[src/rtl/sl_receiver_fifo.sv]
// sl_receiver_fifo: two-wire serial-line receiver with 8..32 bit words, optional
// odd parity, a first-word-fall-through FIFO, sticky error status and an irq.
module sl_receiver_fifo #(
    parameter int unsigned STATUS_WIDTH = 16,
    parameter int unsigned CONFIG_WIDTH = 16,
    parameter int unsigned STROB_POS    = 7,
    parameter int unsigned BIT_TIMEOUT  = 32,
    parameter int unsigned FIFO_DEPTH   = 4
) (
    input  logic                            clk,
    input  logic                            rst_n,
    input  logic                            serial_line_zeroes_a,
    input  logic                            serial_line_ones_a,
    input  logic [CONFIG_WIDTH-1:0]         wr_config_w,
    input  logic                            wr_enable,
    output logic [CONFIG_WIDTH-1:0]         r_config_w,
    input  logic                            rd_en,
    output logic                            rd_valid,
    output logic [31:0]                     data_w,
    output logic [$clog2(FIFO_DEPTH+1)-1:0] fifo_level,
    output logic [STATUS_WIDTH-1:0]         status_w,
    input  logic                            status_clr,
    output logic                            irq
);

    localparam int unsigned PTR_W = $clog2(FIFO_DEPTH);
    localparam int unsigned LVL_W = $clog2(FIFO_DEPTH + 1);
    localparam int unsigned CNT_W = $clog2(STROB_POS + 2);
    localparam int unsigned TMO_W = $clog2(BIT_TIMEOUT + 2);
    localparam int unsigned CFG_W = 9;

    typedef enum logic [2:0] {
        S_IDLE, S_STROBE, S_WAIT_END, S_CHECK, S_COMMIT, S_ERROR
    } state_t;

    typedef enum logic [1:0] {EK_WLC, EK_PEF, EK_LEF} ekind_t;

    // Synchroniser and edge-detect registers; pair is {zeroes, ones}
    logic [1:0] sync1_q, sync2_q, prev_q;
    logic       edge_c;

    // Receiver FSM state
    state_t             state_q, state_d;
    logic [CNT_W-1:0]   cnt_q, cnt_d;
    logic [TMO_W-1:0]   tmo_q, tmo_d;
    logic [5:0]         bit_cnt_q, bit_cnt_d;
    logic [32:0]        shreg_q, shreg_d;
    ekind_t             ekind_q, ekind_d;
    logic               push_c, err_evt_c, set_wlc_c, set_pef_c, set_lef_c;

    // Config: {irq_err, irq_word, bq[5:0], pce}
    logic [CFG_W-1:0]   cfg_q, cfg_d;
    logic [5:0]         word_len_c;
    logic [31:0]        mask_c, push_data_c;
    logic               busy_c, cfg_ok_c, set_cwe_c;

    // FIFO
    logic [31:0]        mem_q [FIFO_DEPTH];
    logic [PTR_W-1:0]   wr_ptr_q, wr_ptr_d, rd_ptr_q, rd_ptr_d;
    logic [LVL_W-1:0]   count_q, count_d;
    logic               pop_c, full_c, push_ok_c, ovf_c;
    logic [31:0]        head_c;

    // Status and outputs
    logic               wlc_q, wlc_d, ovf_q, ovf_d, pef_q, pef_d, lef_q, lef_d, cwe_q, cwe_d;
    logic [7:0]         err_cnt_q, err_cnt_d;
    logic [8:0]         err_sum_c;
    logic               rd_valid_q, rd_valid_d;
    logic [31:0]        data_q, data_d;
    logic [STATUS_WIDTH-1:0] status_q, status_d;
    logic               irq_q, irq_d;
    logic               busy_d_c;
    logic               unused_cfg_c;

    assign unused_cfg_c = ^wr_config_w[CONFIG_WIDTH-1:CFG_W];

    // Two-flop synchronisers plus one history stage for the 11 -> not-11 edge
    always_ff @(posedge clk or negedge rst_n) begin
        if (!rst_n) begin
            sync1_q <= 2'b11;
            sync2_q <= 2'b11;
            prev_q  <= 2'b11;
        end else begin
            sync1_q <= {serial_line_zeroes_a, serial_line_ones_a};
            sync2_q <= sync1_q;
            prev_q  <= sync2_q;
        end
    end

    assign edge_c     = (prev_q == 2'b11) && (sync2_q != 2'b11);
    assign word_len_c = cfg_q[6:1] + {5'd0, cfg_q[0]};
    assign mask_c     = (cfg_q[6:1] >= 6'd32) ? 32'hFFFF_FFFF
                                              : ((32'd1 << cfg_q[6:1]) - 32'd1);
    assign push_data_c = shreg_q[31:0] & mask_c;
    assign busy_c      = (state_q != S_IDLE) || (bit_cnt_q != 6'd0);

    // Receiver FSM state register
    always_ff @(posedge clk or negedge rst_n) begin
        if (!rst_n) begin
            state_q   <= S_IDLE;
            cnt_q     <= '0;
            tmo_q     <= '0;
            bit_cnt_q <= '0;
            shreg_q   <= '0;
            ekind_q   <= EK_WLC;
        end else begin
            state_q   <= state_d;
            cnt_q     <= cnt_d;
            tmo_q     <= tmo_d;
            bit_cnt_q <= bit_cnt_d;
            shreg_q   <= shreg_d;
            ekind_q   <= ekind_d;
        end
    end

    // Receiver FSM next-state: strobe sampling, word checks, commit and error handling
    always_comb begin
        state_d   = state_q;
        cnt_d     = cnt_q;
        tmo_d     = tmo_q;
        bit_cnt_d = bit_cnt_q;
        shreg_d   = shreg_q;
        ekind_d   = ekind_q;
        push_c    = 1'b0;
        err_evt_c = 1'b0;
        set_wlc_c = 1'b0;
        set_pef_c = 1'b0;
        set_lef_c = 1'b0;
        case (state_q)
            S_IDLE: begin
                cnt_d = '0;
                tmo_d = '0;
                if (edge_c) state_d = S_STROBE;
            end
            S_STROBE: begin
                if (cnt_q == CNT_W'(STROB_POS)) begin
                    tmo_d = '0;
                    case (sync2_q)
                        2'b10, 2'b01: begin
                            if (bit_cnt_q == word_len_c) begin
                                ekind_d = EK_WLC;
                                state_d = S_ERROR;
                            end else begin
                                shreg_d[bit_cnt_q] = sync2_q[1];
                                bit_cnt_d = bit_cnt_q + 6'd1;
                                state_d   = S_WAIT_END;
                            end
                        end
                        2'b00:   state_d = S_CHECK;
                        default: begin
                            ekind_d = EK_LEF;
                            state_d = S_ERROR;
                        end
                    endcase
                end else begin
                    cnt_d = cnt_q + CNT_W'(1);
                end
            end
            S_WAIT_END: begin
                if (sync2_q == 2'b11) begin
                    state_d = S_IDLE;
                end else if (tmo_q >= TMO_W'(BIT_TIMEOUT)) begin
                    ekind_d = EK_LEF;
                    state_d = S_ERROR;
                end else begin
                    tmo_d = tmo_q + TMO_W'(1);
                end
            end
            S_CHECK: begin
                tmo_d = tmo_q + TMO_W'(1);
                if (bit_cnt_q != word_len_c) begin
                    ekind_d = EK_WLC;
                    state_d = S_ERROR;
                end else if (cfg_q[0] && !(^shreg_q)) begin
                    ekind_d = EK_PEF;
                    state_d = S_ERROR;
                end else begin
                    state_d = S_COMMIT;
                end
            end
            S_COMMIT: begin
                tmo_d     = tmo_q + TMO_W'(1);
                push_c    = 1'b1;
                bit_cnt_d = '0;
                shreg_d   = '0;
                state_d   = S_WAIT_END;
            end
            S_ERROR: begin
                tmo_d     = '0;
                err_evt_c = 1'b1;
                set_wlc_c = (ekind_q == EK_WLC);
                set_pef_c = (ekind_q == EK_PEF);
                set_lef_c = (ekind_q == EK_LEF);
                bit_cnt_d = '0;
                shreg_d   = '0;
                state_d   = S_WAIT_END;
            end
            default: state_d = S_IDLE;
        endcase
    end

    // Config write accepted only between words and with a legal word length
    always_comb begin
        cfg_d     = cfg_q;
        cfg_ok_c  = !busy_c && (wr_config_w[6:1] >= 6'd8) && (wr_config_w[6:1] <= 6'd32);
        set_cwe_c = wr_enable && !cfg_ok_c;
        if (wr_enable && cfg_ok_c) cfg_d = wr_config_w[CFG_W-1:0];
    end

    // FIFO pointer/level next-state and fall-through head
    always_comb begin
        full_c    = (count_q == LVL_W'(FIFO_DEPTH));
        pop_c     = rd_en && (count_q != '0);
        push_ok_c = push_c && (!full_c || pop_c);
        ovf_c     = push_c && full_c && !pop_c;
        wr_ptr_d  = push_ok_c ? wr_ptr_q + PTR_W'(1) : wr_ptr_q;
        rd_ptr_d  = pop_c ? rd_ptr_q + PTR_W'(1) : rd_ptr_q;
        count_d   = count_q;
        if (push_ok_c && !pop_c) count_d = count_q + LVL_W'(1);
        else if (!push_ok_c && pop_c) count_d = count_q - LVL_W'(1);
        head_c = (push_ok_c && (wr_ptr_q == rd_ptr_d)) ? push_data_c : mem_q[rd_ptr_d];
    end

    // Sticky flags, saturating error counter, registered status/irq values
    always_comb begin
        wlc_d = (wlc_q && !status_clr) || set_wlc_c;
        ovf_d = (ovf_q && !status_clr) || ovf_c;
        pef_d = (pef_q && !status_clr) || set_pef_c;
        lef_d = (lef_q && !status_clr) || set_lef_c;
        cwe_d = (cwe_q && !status_clr) || set_cwe_c;
        err_sum_c = {1'b0, (status_clr ? 8'd0 : err_cnt_q)} + 9'(err_evt_c) + 9'(ovf_c);
        err_cnt_d = (err_sum_c > 9'd255) ? 8'hFF : err_sum_c[7:0];
        rd_valid_d = (count_d != '0);
        data_d     = rd_valid_d ? head_c : 32'd0;
        busy_d_c   = (state_d != S_IDLE) || (bit_cnt_d != 6'd0);
        status_d       = '0;
        status_d[0]    = wlc_d;
        status_d[1]    = busy_d_c;
        status_d[2]    = rd_valid_d;
        status_d[3]    = ovf_d;
        status_d[4]    = pef_d;
        status_d[5]    = lef_d;
        status_d[6]    = (count_d == LVL_W'(FIFO_DEPTH));
        status_d[7]    = cwe_d;
        status_d[15:8] = err_cnt_d;
        irq_d = (cfg_q[7] && rd_valid_q) ||
                (cfg_q[8] && (wlc_q || ovf_q || pef_q || lef_q || cwe_q));
    end

    // FIFO storage, config and status registers
    always_ff @(posedge clk or negedge rst_n) begin
        if (!rst_n) begin
            for (int i = 0; i < int'(FIFO_DEPTH); i++) mem_q[i] <= '0;
            wr_ptr_q   <= '0;
            rd_ptr_q   <= '0;
            count_q    <= '0;
            cfg_q      <= 9'h021;
            wlc_q      <= 1'b0;
            ovf_q      <= 1'b0;
            pef_q      <= 1'b0;
            lef_q      <= 1'b0;
            cwe_q      <= 1'b0;
            err_cnt_q  <= '0;
            rd_valid_q <= 1'b0;
            data_q     <= '0;
            status_q   <= '0;
            irq_q      <= 1'b0;
        end else begin
            if (push_ok_c) mem_q[wr_ptr_q] <= push_data_c;
            wr_ptr_q   <= wr_ptr_d;
            rd_ptr_q   <= rd_ptr_d;
            count_q    <= count_d;
            cfg_q      <= cfg_d;
            wlc_q      <= wlc_d;
            ovf_q      <= ovf_d;
            pef_q      <= pef_d;
            lef_q      <= lef_d;
            cwe_q      <= cwe_d;
            err_cnt_q  <= err_cnt_d;
            rd_valid_q <= rd_valid_d;
            data_q     <= data_d;
            status_q   <= status_d;
            irq_q      <= irq_d;
        end
    end

    assign r_config_w = CONFIG_WIDTH'(cfg_q);
    assign rd_valid   = rd_valid_q;
    assign data_w     = data_q;
    assign fifo_level = count_q;
    assign status_w   = status_q;
    assign irq        = irq_q;

endmodule

[config.mk]
export PLATFORM = sky130hd
export DESIGN_NAME = sl_receiver_fifo
export DESIGN_NICKNAME = d
export VERILOG_FILES = /design/src/rtl/sl_receiver_fifo.sv
export SDC_FILE = /design/constraint.sdc
export NUM_CORES = 1
export LEC_CHECK = 0
export ABC_AREA = 1
export ABC_CLOCK_PERIOD_IN_PS = 2400
export CAP_MARGIN = 30
export CORE_ASPECT_RATIO = 0.8
export CORE_MARGIN = 5
export CORE_UTILIZATION = 45
export DETAILED_ROUTE_END_ITERATION = 8
export GPL_ROUTABILITY_DRIVEN = 1
export PLACE_DENSITY = 0.66
export SYNTH_ARGS = -nofsm -noshare
export SYNTH_HDL_FRONTEND = slang
export SYNTH_SLANG_ARGS = --single-unit
[constraint.sdc]
create_clock -name clk -period 2.4 [get_ports clk]
set_clock_uncertainty 0.05 [all_clocks]
set_input_delay 0.24 -clock clk [delete_from_list [all_inputs] [get_ports clk]]
set_output_delay 0.24 -clock clk [all_outputs]
set_load 0.01 [all_outputs]
; Yosys cells after proc, flatten, opt, wreduce, memory -nomap -nowiden
; Cells that the tools add are included.
[word_totals]
in_bits = 23
elab_cells = 197
output_inout_bits = 69
register_bits = 267
[classes]
n_mux = 53
bitwise_logic = 3
order_cmp = 10
n_eq_ne = 28
shifts = 1
addsub = 11
reduce_logical = 64
[ops]
columns = operator, count
row1 = 32-bit 2-to-1 mux, 6
row2 = 128-bit bitwise mux, 1
row3 = 33-bit 2-to-1 mux, 3
row4 = 33-bit case mux with 2 select lines, 1
row5 = 32-bit binary-select mux with 2-bit select, 1
row6 = 32-bit demux with 2-bit select, 1
row7 = 6-bit 2-to-1 mux, 6
row8 = 33-bit bitwise mux, 1
row9 = 33-bit parity, 1
row10 = 32-bit bitwise AND, 1
row11 = "1-bit by 6-bit << shifter with 32-bit output, first input constant", 1
row12 = "32-bit by 1-bit subtractor with 32-bit output, second input constant", 1
row13 = 6-bit case mux with 4 select lines, 1
row14 = 1-bit logical AND, 22
row15 = 3-bit 2-to-1 mux, 7
row16 = "2-bit inequality test, second input constant", 9
row17 = 8-bit 2-to-1 mux, 2
row18 = 3-bit case mux with 5 select lines, 1
row19 = 3-bit nonzero test, 5
row20 = 2-bit 2-to-1 mux, 7
row21 = 1-bit logical OR, 13
row22 = "6-bit by 1-bit adder with 6-bit output, second input constant", 2
row23 = "3-bit equality test, second input constant", 4
row24 = "6-bit greater-or-equal comparator, second input constant", 2
row25 = other kinds (42), 71

; Longest topological paths before layout
[logic_depth]
depth_word = 10
ltp_mapped = 18
mapped_depth_nobuf = 17

; Worst setup path after synthesis
; No wires, ideal clock.
[synth_timing]
path_kind = register to register
from = reg count_q[1] (netlist: fifo_level[1])
to = reg err_cnt_q[7]
path_buffers = 0
required_time_ps = 2279
arrival_time_ps = 2321
setup_slack_ps = -42
synth_period_minus_slack_ps = 2442
setup_ps = 71
path_stages_with_launch = 13
cell_sequence = dfrtp_1 > inv_1 > ha_1 > nand3_1 > inv_1 > nand3_1 > fa_1 > inv_1 > ha_1 > nand4_1 > nand3b_1 > nand3b_1 > nand2_1
[synth_via]
elab_chain_len = 7
elab_cells_between_ends = 9
classes_between = 1 x add/sub / 1 x order compare / 1 x eq/ne / 1 x mux / 5 x reduce/logical
[synth_rtl]
columns = item, line
row1 = "start, declared", 60  ; logic [LVL_W-1:0] count_q, count_d;
row2 = "start signal, assigned", 272  ; count_q <= count_d;
row3 = 3-bit nonzero test, 213  ; pop_c = rd_en && (count_q != '0);
row4 = 1-bit logical AND, 213
row5 = 1-bit zero test, 215  ; ovf_c = push_c && full_c && !pop_c;
row6 = 1-bit logical AND (*), 215
row7 = 9-bit by 1-bit adder with 9-bit output (*), 231  ; err_sum_c = {1'b0, (status_clr ? 8'd0 : err_cnt_q)} + 9'(err_evt_c) + 9'(ovf_c);
row8 = 9-bit by 8-bit greater-than comparator with 1-bit output, 232  ; err_cnt_d = (err_sum_c > 9'd255) ? 8'hFF : err_sum_c[7:0];
row9 = 8-bit 2-to-1 mux (*), 232
row10 = net err_cnt_d[7], 66  ; logic [7:0] err_cnt_q, err_cnt_d;
row11 = "end signal, assigned", 279  ; err_cnt_q <= err_cnt_d;
row12 = "end, declared", 66
; The timed path passes the listed nets; every way through them passes the cells marked *.
; A chain may end at the register's enable or synchronous reset.

; Worst setup path in the final report
[layout_timing]
from = reg count_q[1] (netlist: fifo_level[1])
to = reg status_q[12] (netlist: status_w[12])
[layout_via]
elab_chain_len = 7
elab_cells_between_ends = 9
classes_between = 1 x add/sub / 1 x order compare / 1 x eq/ne / 1 x mux / 5 x reduce/logical
[layout_rtl]
columns = item, line
row1 = 3-bit nonzero test, 213
row2 = 1-bit logical AND, 213
row3 = 1-bit zero test, 215
row4 = 1-bit logical AND (*), 215
row5 = 9-bit by 1-bit adder with 9-bit output (*), 231
row6 = 9-bit by 8-bit greater-than comparator with 1-bit output, 232
row7 = 8-bit 2-to-1 mux (*), 232
row8 = net err_cnt_d[4], 66
row9 = "end signal, assigned", 282  ; status_q <= status_d;
row10 = "end, declared", 70  ; logic [STATUS_WIDTH-1:0] status_q, status_d;
; Marked as above.

==> results.py <==
metrics = {
    "layout": {
        "postLayoutCellArea_um2": 16800,
        "n_fill_cell": 2633,
        "multi_input_area_um2": 6400,
        "layout_common_cells": "515 x nand2_1, 243 x dfrtp_1, 165 x inv_1",
        "regArea_um2": 6340,
        "drive_above_1_share": 0.151,
        "nets": 1946,
        "antenna_cells": 0,
        "fin_util": 0.572,
        "area_growth_pct": 24.8,
        "final_common_cell": "nand2_1",
    },
    "floorplanning": {
        "core_region_area_um2": 29400,
        "ios": 92,
        "die_x_um": 204,
        "die-area_um2": 33500,
        "fp.dieH_um": 165,
        "start_util": 0.458,
        "rows": 56,
    },
    "setup_path": {
        "crit_chain": "inv_2 > ha_4 > nand3_2 > inv_2 > nand3_4 > fa_2 > inv_2 > ha_4 > nand4_1 > nand3b_1 > nand3b_1 > nand2_1",
        "r2r_setup_slack_ps": 40,
        "crit_slowest_cell": "dfrtp_1",
        "path_buf_inv": 3,
        "crit_path_frequent_cell": "inv_2",
        "end_kind": "register",
        "critPathKind": "reg -> reg",
        "reg2reg_to": "status_w[12]",
        "path_max_fanout": 8,
        "worstPathArrival_ps": 2810,
        "max_stage_delay_ps": 400,
        "worstPathRequired_ps": 2850,
        "timing.rr.start": "fifo_level[1]",
        "reg2reg_depth": 12,
        "startpoint_type": "register",
        "cp_top_family": "simple AND/OR/NAND/NOR gates",
    },
    "yosys": {
        "synthMuxAreaShare": 0.00501,
        "synth-seq-cells": 253,
        "synth-xor-area-share": 0.0143,
        "post_synth_fa_ha_maj_area_fraction": 0.0191,
        "yosysWarnings": 0,
        "synth-edff-count": 0,
        "synthesis.area_um2": 13500,
        "syn_area_per_cell_um2": 7.64,
        "ys_types": 51,
        "synth_top_family_by_area": "simple AND/OR/NAND/NOR gates",
        "ys_dominant_reg_cell": "dfrtp_1",
        "netlist_instances": 1765,
        "synth_compound_area_frac": 0.137,
        "async_flop_share": 1.00,
        "yosys.area_share.simple": 0.272,
        "yosysSeqAreaShare": 0.470,
    },
    "pwr": {
        "switching_share": 0.391,
        "combPwrFrac": 0.461,
        "intPower_uw": 11100,
        "pwr-share-clk": 0.253,
        "p_leak_uw": 0.00794,
        "powerDensity_nw_per_um2": 1090,
        "finalPower_uw": 18300,
        "power_switching_uw": 7170,
        "ir_worst_vdd_v": 0.000601,
        "seq_power_share": 0.286,
    },
    "placement": {
        "io_buffers": 77,
        "dp_slack_ps": -235,
        "place_area_um2": 15300,
        "gp_congestion": 0.970,
        "dpl.hpwl_um": 25600,
    },
    "grt": {
        "grt_pass1_wl_um": 61700,
        "grt_max_degree": 65,
        "grt_overflow": 0,
        "antenna_found_initial": 0,
        "grt_pass1_vias": 11455,
        "grt_use_total": 0.226,
    },
    "timing": {
        "final_critical_path_setup_slack_ps": 38.8,
        "slew_viol_final": 0,
        "rsz0062_at_grt": "true",
        "fin_hold_ws_ps": 34.5,
        "setup_violations": 0,
        "hold_viol": 0,
        "slew_headroom": 0.667,
        "fin_crit_sh": 0.984,
        "tightest_slew_ps": 500,
        "finalCriticalPeriod_ps": 2360,
        "max_freq_mhz": 424,
    },
    "cts": {
        "cts_max_level": 1,
        "clkSlewWorstSetupHoldPaths_ps": 60,
        "cts_sinks": 253,
        "clk_latency_ps": 570,
        "clk_path_buf_depth": 3,
        "cts_buffers": 27,
        "cts-root-buf": "clkbuf_16",
        "cts_tree": "done",
    },
    "job": {
        "drv_cap": 0,
    },
    "routing": {
        "wire_per_inst_um": 16.7,
        "drtIter0Drc": 1012,
        "viasPerCell": 5.37,
        "final_antenna_net_count": 0,
        "firstDrtPassIters": 5,
        "postRouteWirelength_um": 38300,
        "via_count": 12364,
        "drc_errors": 0,
    },
    "hold_path": {
        "holdPathStages": 1,
        "hp-class": "in -> reg",
        "hold_start": "serial_line_zeroes_a",
        "holdPathEnd": "sync1_q[1]",
    },
    "status": {
        "outcome": "finished, final reports clean",
    },
}
==> sequential cells by signal (all words and copies together), names as in the netlist <==
name	count
cnt_q	4
shreg_q	33
err_cnt_q	1
mem_q	128
data_w	32
cfg_q	9
sync1_q	2
fifo_level	3
prev_q	2
status_w	15
bit_cnt_q	6
rd_ptr_q	2
wr_ptr_q	2
state_q	3
sync2_q	2
ekind_q	2
tmo_q	6
irq	1
==> worst reg2reg max path, delay by kind of cell (launching register included) <==
kind                     cells  cell delay [ps]
flip-flops                   1              400
adder cells (fa/ha/maj)      3              650
buffers and inverters        3              260
AND/OR/NAND/NOR              6              930
==> stage by stage <==
stage / cells / TNS [ps]
floorplan: 1771 / 0
detailed placement: 2233 / -2070
global placement: 2233 / -1400
global route: 2301 / -978
CTS: 2289 / -4.34
finish: 2301 / 0
==> area by class of cell <==
cell class	instances	area share
Inverter	182	0.0411
Sequential cell	253	0.377
Clock buffer	32	0.0431
Timing Repair Buffer	189	0.114
Clock inverter	18	0.0158
Multi-Input combinational cell	1250	0.381
Tap cell	377	0.0280
==> per-layer routing <==
| layer | wire, um | vias to the layer above | global-route usage |
|---|---|---|---|
| met4 | 783 | 0 | 0.0536 |
| met3 | 2810 | 60 | 0.0399 |
| met5 | 0 | - | 0 |
| met2 | 16800 | 434 | 0.340 |
| met1 | 17900 | 5882 | 0.340 |
| li1 | - | 5988 | - |
==> power groups by stage <==
| stage | clock network, uW | logic, uW | registers, uW |
|---|---|---|---|
| finish | 4630 | 8440 | 5240 |
| CTS | 4710 | 7880 | 5230 |
| global route | 4900 | 9300 | 5290 |
| detailed placement | 0 | 7750 | 5300 |
| floorplan | 0 | 4580 | 5350 |
| global placement | 0 | 7660 | 5290 |
==> cell families (layout without fill, tap and decap cells) <==
family,count (synthesis),after routing
other,1,7
AND/OR/NAND/NOR,867,867
multiplexers,6,6
flip-flops,253,253
XOR/XNOR,22,22
AO/OA/AOI/OAI,328,328
buffers and inverters,268,421
adder cells (fa/ha/maj),20,20
==> repair_timing <==
action	4_1_cts	5_1_grt
hold buffers	1	0
resized for setup	11	90
pin swaps	5	20
gates cloned	2	2
setup endpoints to repair	21	139
hold endpoints to repair	65	0
setup buffers	3	11
==> cell usage after synthesis, types with 2 or more instances <==
master	count	share of area
buf_2	16	0.0059
inv_2	6	0.0017
nand3_2	7	0.0052
buf_4	17	0.0095
o22ai_1	20	0.0093
nor3b_1	3	0.0017
o32ai_1	2	0.0013
dfstp_2	8	0.016
clkinv_1	5	0.0014
ha_1	19	0.018
a31oi_1	3	0.0014
nor2_4	6	0.0050
o21bai_1	2	0.0011
o221ai_1	4	0.0026
o21ai_0	172	0.064
o21ai_1	32	0.012
dfrtp_1	245	0.45
nand2_2	9	0.0042
nor2_1	148	0.041
or2_2	9	0.0042
o31ai_1	6	0.0033
mux2_2	6	0.0050
clkbuf_1	51	0.014
inv_1	170	0.047
a21oi_1	42	0.016
xnor2_1	8	0.0052
o211ai_1	34	0.019
nand4_1	14	0.0065
nor3_2	2	0.0015
nand3b_1	5	0.0028
nand4_2	2	0.0019
xor2_1	14	0.0091
o2111ai_1	2	0.0013
nand3_1	95	0.035
nor2_2	7	0.0032
buf_6	2	0.0017
nor4_1	2	0.00093
nor3_1	28	0.010
a32oi_1	2	0.0013
nand2_1	529	0.15
==> worst max path at each step <==
stage,startpoint,endpoint,cells past startpoint
floorplan,fifo_level[0],err_cnt_q[7],12
global placement,rd_en,err_cnt_q[7],12
detailed placement,rd_en,status_w[12],12
CTS,fifo_level[1],data_w[3],13
global route,cfg_q[0],status_w[1],14
finish,fifo_level[1],status_w[12],12
Note: power is estimated with default switching activity, not from simulation.
